File: config.mk
export PLATFORM = sky130hd
export DESIGN_NAME = hc595_seg_monitor
export DESIGN_NICKNAME = d
export VERILOG_FILES = /design/src/rtl/seg_link_pkg.sv /design/src/rtl/edge_sync.sv /design/src/rtl/hc595_seg_monitor.sv
export SDC_FILE = /design/constraint.sdc
export NUM_CORES = 1
export LEC_CHECK = 0
export CAP_MARGIN = 20
export CORE_ASPECT_RATIO = 1.25
export CORE_MARGIN = 2
export CORE_UTILIZATION = 45
export CTS_CLUSTER_DIAMETER = 200
export DETAILED_ROUTE_END_ITERATION = 10
export PLACE_DENSITY = 0.7
export SLEW_MARGIN = 0
export SYNTH_ARGS = -nofsm -noshare
export SYNTH_HDL_FRONTEND = slang
export SYNTH_SLANG_ARGS = --single-unit
File: constraint.sdc
create_clock -name clk -period 4.6 [get_ports clk]
set_input_delay 0.46 -clock clk [delete_from_list [all_inputs] [get_ports clk]]
set_output_delay 0.46 -clock clk [all_outputs]
set_load 0.05 [all_outputs]
File: src/rtl/seg_link_pkg.sv
// -----------------------------------------------------------------------------
// seg_link_pkg
// Shared definitions for the 74HC595 seven-segment link:
//   - default segment/select widths
//   - segment bit positions inside the {dp,g,f,e,d,c,b,a} byte
//   - a..g patterns for hex digits 0..F (active-high, bit 0 = a)
//   - decode_ag(): a..g pattern -> hex value plus blank/bad flags
// -----------------------------------------------------------------------------
package seg_link_pkg;

  localparam int DEF_SEG_W = 8;
  localparam int DEF_SEL_W = 6;

  // Bit positions inside the segment byte.
  localparam int SEG_A  = 0;
  localparam int SEG_G  = 6;
  localparam int SEG_DP = 7;

  // No segment a..g lit.
  localparam logic [6:0] SEG_BLANK = 7'h00;

  // Standard seven-segment shapes, b and d drawn lowercase.
  localparam logic [6:0] HEX_PAT [16] = '{
    7'h3F, 7'h06, 7'h5B, 7'h4F, 7'h66, 7'h6D, 7'h7D, 7'h07,
    7'h7F, 7'h6F, 7'h77, 7'h7C, 7'h39, 7'h5E, 7'h79, 7'h71
  };

  typedef struct packed {
    logic [3:0] val;
    logic       blank;
    logic       bad;
  } seg_dec_t;

  // Blank and unknown patterns both report value 0.
  function automatic seg_dec_t decode_ag(input logic [6:0] ag);
    seg_dec_t d;
    d = '0;
    if (ag == SEG_BLANK) begin
      d.blank = 1'b1;
    end else begin
      d.bad = 1'b1;
      for (int i = 0; i < 16; i++) begin
        if (ag == HEX_PAT[i]) begin
          d.val = 4'(i);
          d.bad = 1'b0;
        end
      end
    end
    return d;
  endfunction

endpackage

File: src/rtl/edge_sync.sv
// -----------------------------------------------------------------------------
// edge_sync
// Brings one asynchronous link line into the clk domain.
//   clk, reset_n : system clock, async active-low reset
//   i_d          : raw asynchronous input
//   o_level      : synchronized level (second synchronizer stage)
//   o_rise       : one-cycle pulse on a synchronized rising edge
// -----------------------------------------------------------------------------
module edge_sync (
  input  logic clk,
  input  logic reset_n,
  input  logic i_d,
  output logic o_level,
  output logic o_rise
);

  logic r_s1;
  logic r_s2;
  logic r_s3;

  // NOTE: sequential state uses non-blocking assignments so the three stages
  // really form a pipeline instead of collapsing into one flop.
  always_ff @(posedge clk or negedge reset_n) begin
    if (!reset_n) begin
      r_s1 <= 1'b0;
      r_s2 <= 1'b0;
      r_s3 <= 1'b0;
    end else begin
      r_s1 <= i_d;
      r_s2 <= r_s1;
      r_s3 <= r_s2;
    end
  end

  assign o_level = r_s2;
  assign o_rise  = r_s2 & ~r_s3;

endmodule

File: src/rtl/hc595_seg_monitor.sv
// -----------------------------------------------------------------------------
// hc595_seg_monitor
// Receiver/checker for the serial 74HC595 seven-segment link. Oversamples the
// link on clk, rebuilds each latched {seg, sel} frame, flags length and
// digit-select errors, decodes the digit and keeps a shadow of the display.
//   clk, reset_n        : system clock, async active-low reset
//   ds, shcp, stcp, oe  : link lines (asynchronous to clk)
//   frame_valid         : one-cycle pulse per stcp rise
//   frame_data          : latched frame {seg, sel}
//   len_err, sel_err    : frame length / select errors, held until next latch
//   digit_idx/val/dp    : selected digit, decoded hex value, decimal point
//   digit_blank/bad     : no a..g lit / a..g pattern not a hex digit
//   disp_hex, disp_mask : display shadow (4 bits per digit), digits written
//   blanked             : synchronized oe is high
// -----------------------------------------------------------------------------
module hc595_seg_monitor
  import seg_link_pkg::*;
#(
  parameter int SEG_W       = DEF_SEG_W,
  parameter int SEL_W       = DEF_SEL_W,
  parameter bit SEG_ACT_LOW = 1'b1,
  parameter bit SEL_ACT_LOW = 1'b0
) (
  input  logic                   clk,
  input  logic                   reset_n,
  input  logic                   ds,
  input  logic                   shcp,
  input  logic                   stcp,
  input  logic                   oe,
  output logic                   frame_valid,
  output logic [SEG_W+SEL_W-1:0] frame_data,
  output logic                   len_err,
  output logic                   sel_err,
  output logic [2:0]             digit_idx,
  output logic [3:0]             digit_val,
  output logic                   digit_dp,
  output logic                   digit_blank,
  output logic                   digit_bad,
  output logic [4*SEL_W-1:0]     disp_hex,
  output logic [SEL_W-1:0]       disp_mask,
  output logic                   blanked
);

  localparam int         FRAME_W  = SEG_W + SEL_W;
  localparam logic [4:0] CNT_MAX  = 5'd31;
  localparam logic [4:0] CNT_FULL = 5'(FRAME_W);

  // ---------------------------------------------------------------------------
  // Input synchronizers
  // ---------------------------------------------------------------------------
  logic w_ds_lvl,   w_ds_rise;
  logic w_shcp_lvl, w_shcp_rise;
  logic w_stcp_lvl, w_stcp_rise;
  logic w_oe_lvl,   w_oe_rise;

  edge_sync u_sync_ds   (.clk(clk), .reset_n(reset_n), .i_d(ds),   .o_level(w_ds_lvl),   .o_rise(w_ds_rise));
  edge_sync u_sync_shcp (.clk(clk), .reset_n(reset_n), .i_d(shcp), .o_level(w_shcp_lvl), .o_rise(w_shcp_rise));
  edge_sync u_sync_stcp (.clk(clk), .reset_n(reset_n), .i_d(stcp), .o_level(w_stcp_lvl), .o_rise(w_stcp_rise));
  edge_sync u_sync_oe   (.clk(clk), .reset_n(reset_n), .i_d(oe),   .o_level(w_oe_lvl),   .o_rise(w_oe_rise));

  // Only the ds/oe levels and the shcp/stcp edges are meaningful.
  logic w_unused;
  assign w_unused = ^{w_ds_rise, w_shcp_lvl, w_stcp_lvl, w_oe_rise};

  // ---------------------------------------------------------------------------
  // Shift register, counter and latched frame
  // ---------------------------------------------------------------------------
  logic [FRAME_W-1:0] r_sr;
  logic [4:0]         r_cnt;
  logic               r_frame_valid;
  logic [FRAME_W-1:0] r_frame_data;
  logic               r_len_err;
  logic               r_sel_err;
  logic [2:0]         r_digit_idx;
  logic [3:0]         r_digit_val;
  logic               r_digit_dp;
  logic               r_digit_blank;
  logic               r_digit_bad;
  logic               r_blanked;

  // Decode of the frame about to be latched (current r_sr), so the digit
  // fields are registered together with frame_data.
  logic [SEG_W-1:0] w_seg_on;
  logic [SEL_W-1:0] w_sel_on;
  logic             w_sel_err;
  logic [2:0]       w_idx;
  seg_dec_t         w_dec;

  // NOTE: every signal assigned here gets a default first, so no path through
  // the block leaves a value unassigned and no latch is inferred.
  always_comb begin
    w_seg_on  = SEG_ACT_LOW ? ~r_sr[FRAME_W-1:SEL_W] : r_sr[FRAME_W-1:SEL_W];
    w_sel_on  = SEL_ACT_LOW ? ~r_sr[SEL_W-1:0]       : r_sr[SEL_W-1:0];
    w_sel_err = !$onehot(w_sel_on);
    w_idx     = 3'd0;
    if (!w_sel_err) begin
      for (int i = 0; i < SEL_W; i++) begin
        if (w_sel_on[i]) w_idx = 3'(i);
      end
    end
    w_dec = decode_ag(w_seg_on[SEG_G:SEG_A]);
  end

  always_ff @(posedge clk or negedge reset_n) begin
    if (!reset_n) begin
      r_sr          <= '0;
      r_cnt         <= '0;
      r_frame_valid <= 1'b0;
      r_frame_data  <= '0;
      r_len_err     <= 1'b0;
      r_sel_err     <= 1'b0;
      r_digit_idx   <= '0;
      r_digit_val   <= '0;
      r_digit_dp    <= 1'b0;
      r_digit_blank <= 1'b0;
      r_digit_bad   <= 1'b0;
      r_blanked     <= 1'b0;
    end else begin
      r_frame_valid <= w_stcp_rise;
      r_blanked     <= w_oe_lvl;

      // Shift happens even when stcp rises in the same cycle; the latch below
      // still sees the pre-shift value, as the real part does with tied clocks.
      if (w_shcp_rise) r_sr <= {r_sr[FRAME_W-2:0], w_ds_lvl};

      if (w_stcp_rise) begin
        r_frame_data  <= r_sr;
        r_len_err     <= (r_cnt != CNT_FULL);
        r_sel_err     <= w_sel_err;
        r_digit_idx   <= w_idx;
        r_digit_val   <= w_dec.val;
        r_digit_dp    <= w_seg_on[SEG_DP];
        r_digit_blank <= w_dec.blank;
        r_digit_bad   <= w_dec.bad;
        r_cnt         <= w_shcp_rise ? 5'd1 : 5'd0;
      end else if (w_shcp_rise && (r_cnt != CNT_MAX)) begin
        r_cnt <= r_cnt + 5'd1;
      end
    end
  end

  // ---------------------------------------------------------------------------
  // Display shadow, updated the cycle after a clean latch
  // ---------------------------------------------------------------------------
  logic [4*SEL_W-1:0] r_disp_hex;
  logic [SEL_W-1:0]   r_disp_mask;

  // NOTE: the shadow is a handful of flops rather than a RAM, so it can take
  // the asynchronous reset like any other register.
  always_ff @(posedge clk or negedge reset_n) begin
    if (!reset_n) begin
      r_disp_hex  <= '0;
      r_disp_mask <= '0;
    end else if (r_frame_valid && !r_len_err && !r_sel_err &&
                 !r_digit_bad && !r_digit_blank) begin
      for (int i = 0; i < SEL_W; i++) begin
        if (r_digit_idx == 3'(i)) begin
          r_disp_hex[4*i +: 4] <= r_digit_val;
          r_disp_mask[i]       <= 1'b1;
        end
      end
    end
  end

  assign frame_valid = r_frame_valid;
  assign frame_data  = r_frame_data;
  assign len_err     = r_len_err;
  assign sel_err     = r_sel_err;
  assign digit_idx   = r_digit_idx;
  assign digit_val   = r_digit_val;
  assign digit_dp    = r_digit_dp;
  assign digit_blank = r_digit_blank;
  assign digit_bad   = r_digit_bad;
  assign disp_hex    = r_disp_hex;
  assign disp_mask   = r_disp_mask;
  assign blanked     = r_blanked;

endmodule

* Yosys cells after proc, flatten, opt, wreduce, memory -nomap -nowiden *
Index checks and enable logic that the tools add are counted.

word-level totals
  bits of input ports = 6
  logic and storage cells = 131
  flip-flop bits (word level) = 87
  output and inout bits = 58

cells by class
  bitwise operators = 5
  mux-type cells = 43
  add/sub/neg operators = 6
  equal/unequal tests = 24
  reduce and logical (&&, ||, !) cells = 19

operators with widths
  kind                   count
  $eq A7 B7 Y1 const B   12
  $mux W4                15
  $mux W1                21
  $mux W3                5
  $eq A7 B3 Y1 const B   2
  $eq A7 B6 Y1 const B   2
  $reduce_and A2 Y1      6
  $mux W5                2
  $not A8 Y8             1
  $logic_not A7 Y1       1
  $add A1 B1 Y2          3
  $eq A3 B1 Y1 const B   2
  $eq A3 B2 Y1 const B   2
  $eq A3 B3 Y1 const B   2
  $add A5 B1 Y5 const B  1
  $logic_and A1 B1 Y1    5
  $logic_not A1 Y1       5
  $ne A5 B4 Y1 const B   1
  $ne A5 B5 Y1 const B   1
  $add A2 B2 Y3          1
  $add A3 B2 Y3          1
  $logic_not A3 Y1       1
  $and A1 B1 Y1          2
  $not A1 Y1             2
  $reduce_bool A2 Y1     1

* Depth between registers and ports, before layout *
  depth after elaboration = 19
  gate-level depth with buffers = 10
  depth with buffers taken out = 10

* Modules after synthesis *
A second synthesis with hierarchy kept.

second synthesis, totals
  cell total of the unflattened synthesis = 306
  area, all modules = 3,794.9 um2

by module, submodules not included
  module             instances  seq. area each (um2)  cells an instance  area each (um2)
  hc595_seg_monitor  1          1,926.8               290                3,439.5
  edge_sync          4          75.1                  4                  88.8

* Worst setup path after synthesis *
No wires, ideal clock.

  path type = register -> register
  from = reg r_sr[0]
  to = reg r_digit_idx[1], in the netlist digit_idx[1]
  buffers on the path = 0
  period minus slack after synthesis = 2,563 ps
  required time = 4,505 ps
  library setup time = 95 ps
  slack = 2,037 ps
  arrival = 2,468 ps
  cell stages (with the launch flop) = 10
  cells stage by stage = dfrtp_1 -> fa_1 -> inv_1 -> fa_1 -> inv_1 -> ha_1 -> fa_1 -> nor2_1 -> nand2_1 -> o31ai_1

on the way
  cells in the longest elaborated chain, start to end = 5

ends and longest elaborated chain
  element                              RTL line                  source
  from (decl)                          hc595_seg_monitor.sv:68   logic [FRAME_W-1:0] r_sr;
  from (signal assigned)               hc595_seg_monitor.sv:124  if (w_shcp_rise) r_sr <= {r_sr[FRAME_W-2:0], w_ds_lvl};
  $add A1 B1 Y2 (not written as such)  hc595_seg_monitor.sv:94   w_sel_err = !$onehot(w_sel_on);
  $add A2 B2 Y3 (not written as such)  hc595_seg_monitor.sv:94
  $add A3 B2 Y3 (not written as such)  hc595_seg_monitor.sv:94
  $eq A3 B1 Y1                         hc595_seg_monitor.sv:94
  $mux W3                              hc595_seg_monitor.sv:96   if (!w_sel_err) begin
  to (signal assigned)                 hc595_seg_monitor.sv:130  r_digit_idx <= w_idx;
  to (decl)                            hc595_seg_monitor.sv:74   logic [2:0] r_digit_idx;

Every way passes these cells.
A chain may end at the register's enable or synchronous reset.

* Final worst setup path *
  from = reg r_sr[0]
  to = reg r_digit_idx[0], in the netlist digit_idx[0]

Same word-level chain as after synthesis.

==> results.toml <==
[grt]
grt_pass1_vias = 2374
grt_usage = 0.161
grt-ovfl-total = 0
antenna_found_initial = 0
grt_max_degree = 88
grt_pass1_wl_um = 11500

[setup_path]
worst_ep_arrival_time_ns = 3.01
crit_required_ns = 4.90
crit_chain = "fa_1 > inv_1 > fa_1 > inv_1 > ha_1 > fa_1 > nor2_1 > nand3_1 > a21oi_1 > a21o_1"
cp_max_fo = 4
path_common_cell = "fa_1"
cp_slowest_stage_delay_ns = 0.54
r2r_slack_ns = 1.88
worst_setup_path_end_kind = "flop"
slowest_stage = "fa_1"
worstSetupPathType = "flop to flop"
worstSetupStartpointType = "flop"
crit_buf_inv = 2
critical_path.top_delay_family = "adder cells"

[yosys]
synth.cell_area_um2 = 3650
async_reset_ff_frac = 1.00
synth_common_cells = "87 x dfrtp_1, 51 x nand2_1, 34 x mux2_2"
yosysWarnings = 0
syn_nets = 322
synthMostInstantiatedCell = "dfrtp_1"
postSynthAreaPerCell_um2 = 11.8
yosysSeqAreaShare = 0.596
ys_top_cells_by_area = "dfrtp_1 60%, mux2_2 10%, nand2_1 5.2%, o21ai_0 1.9%, fa_1 1.6%"
synth_largest_area_cell = "dfrtp_1"
synth-seq-cells = 87
ys.flop_type = "dfrtp_1"
synth_edf_count = 0
synth_top_area_frac = 0.596
synthCells = 309
ys_types = 46

[sta]
tns_ns = 0
min_period_over_period = 0.591
clock.fmax_mhz = 368
worst_pin_slew_ns = 0.711
drv_slew = 0
grt_setup_unrepaired = "no"
hold_viol_final = 0
final.min_clock_period_ns = 2.72
clock_skew_ns = 0.0134
relSlewSlack = 0.526
setup_viol = 0

[die]
core_area_um2 = 7840
rows = 36
die_area_um2 = 8860
start_util = 0.466
ioPinCount = 64
die_w_um = 84.6
chipHeight_um = 105

[cts]
cts_buffers = 9
cts_resized = 0
clockBufferDepth = 2
clk_pin_slew_worst_paths_ns = 0.09
cts_root_buffer = "clkbuf_8"
post-cts-setup-buffers = 0
cts_tree = "yes"
cts.sinks = 87
clk_latency_ns = 0.35
h-tree-depth = 3

[route]
viasPerCell = 5.23
vias = 2451
wl_um = 6890
detail_route.iter0.violations = 74
route.detailed.drc = 0
wl_per_cell_um = 14.7
ant_nets = 0
dr.pass1.iters = 6

[layout]
final_util = 0.581
drive_gt1_frac = 0.174
multi_input_comb_area_um2 = 1350
regArea_um2 = 2180
instances_no_fill = 469
syn_to_final_growth_pct = 24.8
final_nets = 382
num-fill-cells = 682
num_antenna_cells = 0

[job]
max_cap_viol_count = 0

[power]
peakVddDrop_mv = 0.349
power.leakage_nw = 2.13
finalPower_mw = 2.44
powerDensity_nw_per_um2 = 535

[outcome]
status = "completed"

[place]
dp_hpwl_um = 4710
place_inst = 451
routabilityCongestion = 0.769
port-buffer-count = 63

[hold_path]
hold_class = "flop to flop"
## per-stage QoR
stage / hold WS, ns / setup slack [ns] / instance area (um2)
after floorplan: 0.164 / 2.04 / 3650
after global placement: 0.333 / 1.96 / 4330
after detailed placement: 0.335 / 1.90 / 4330
after CTS: 0.331 / 1.86 / 4520
after global routing: 0.367 / 1.71 / 4560
final: 0.354 / 1.88 / 4560
## state kept, by name, summed over array words and instances, names as in the netlist, 3 cells and up
name,cells
disp_hex,24
frame_data,14
r_sr,14
disp_mask,6
r_cnt,5
digit_val,4
digit_idx,3
## cells in the final DEF, fill, tap and decap left out, types with 4 or more instances in the layout
master,synthesis,routed
nand3_1,5,5
nand4_1,4,4
nor2_1,12,12
clkdlybuf4s50_1,0,62
nand2_1,51,51
inv_1,10,10
nand2b_1,7,7
clkbuf_8,0,11
o31ai_1,4,4
ha_1,4,4
or2_2,4,4
dfrtp_1,87,87
xor2_1,4,4
mux2_2,34,34
o21ai_0,14,14
## final cells by class
cell class | instances | share of cell area
multi-input combinational | 194 | 0.297
tap | 95 | 0.0261
clock inverter | 5 | 0.00879
sequential | 87 | 0.478
clock buffer | 11 | 0.0332
inverter | 10 | 0.00824
timing repair buffer | 67 | 0.149
## where the power goes
| group | internal, mW | switching (mW) |
|---|---|---|
| Combinational | 0.327 | 0.515 |
| Clock | 0.230 | 0.271 |
| Sequential | 0.888 | 0.208 |
| Total | 1.44 | 0.994 |
## path summary, 6_finish.rpt
path / startpoint / cells after the start / endpoint
min: u_sync_ds.r_s1$_DFF_PN0_ / 0 / u_sync_ds.o_level$_DFF_PN0_
max reg2reg: r_sr[0]$_DFFE_PN0P_ / 10 / digit_idx[0]$_DFFE_PN0P_
min reg2reg: u_sync_ds.r_s1$_DFF_PN0_ / 0 / u_sync_ds.o_level$_DFF_PN0_
max in group asynchronous: reset_n / 3 / digit_blank$_DFFE_PN0P_
min in group asynchronous: reset_n / 2 / disp_hex[19]$_DFFE_PN0P_
max: r_sr[0]$_DFFE_PN0P_ / 10 / digit_idx[0]$_DFFE_PN0P_
## layer usage
metal  up-vias  part of all wire  GRT usage
met1      1202              0.47      0.226
li1       1171                 -          -
met5         -                 0          0
met3        11             0.041     0.0261
met2        67              0.47      0.249
met4         0             0.018     0.0646
## repair_timing
item | 4_1_cts | 5_1_grt
hold buffers | 0 | 1
endpoints found under the setup margin | 0 | 0
hold endpoints to repair | 0 | 11
## worst register-to-register path: stages (launching register included)
cell and delay [ns]:
dfrtp_1 0.43, fa_1 0.55, inv_1 0.05, fa_1 0.47, inv_1 0.04, ha_1 0.18
fa_1 0.43, nor2_1 0.15, nand3_1 0.12, a21oi_1 0.16, a21o_1 0.09
## cells by family after synthesis
kind of cell,Yosys count,synth area share
DFF,87,0.596
adders and majority gates,7,0.0301
muxes,36,0.110
xor gates and xnor gates,4,0.00959
buffers and inverters,28,0.0339
AOI/OAI and AO/OA,38,0.0695
and+or+nand+nor,109,0.150
Power figures use the tool's default switching activity.
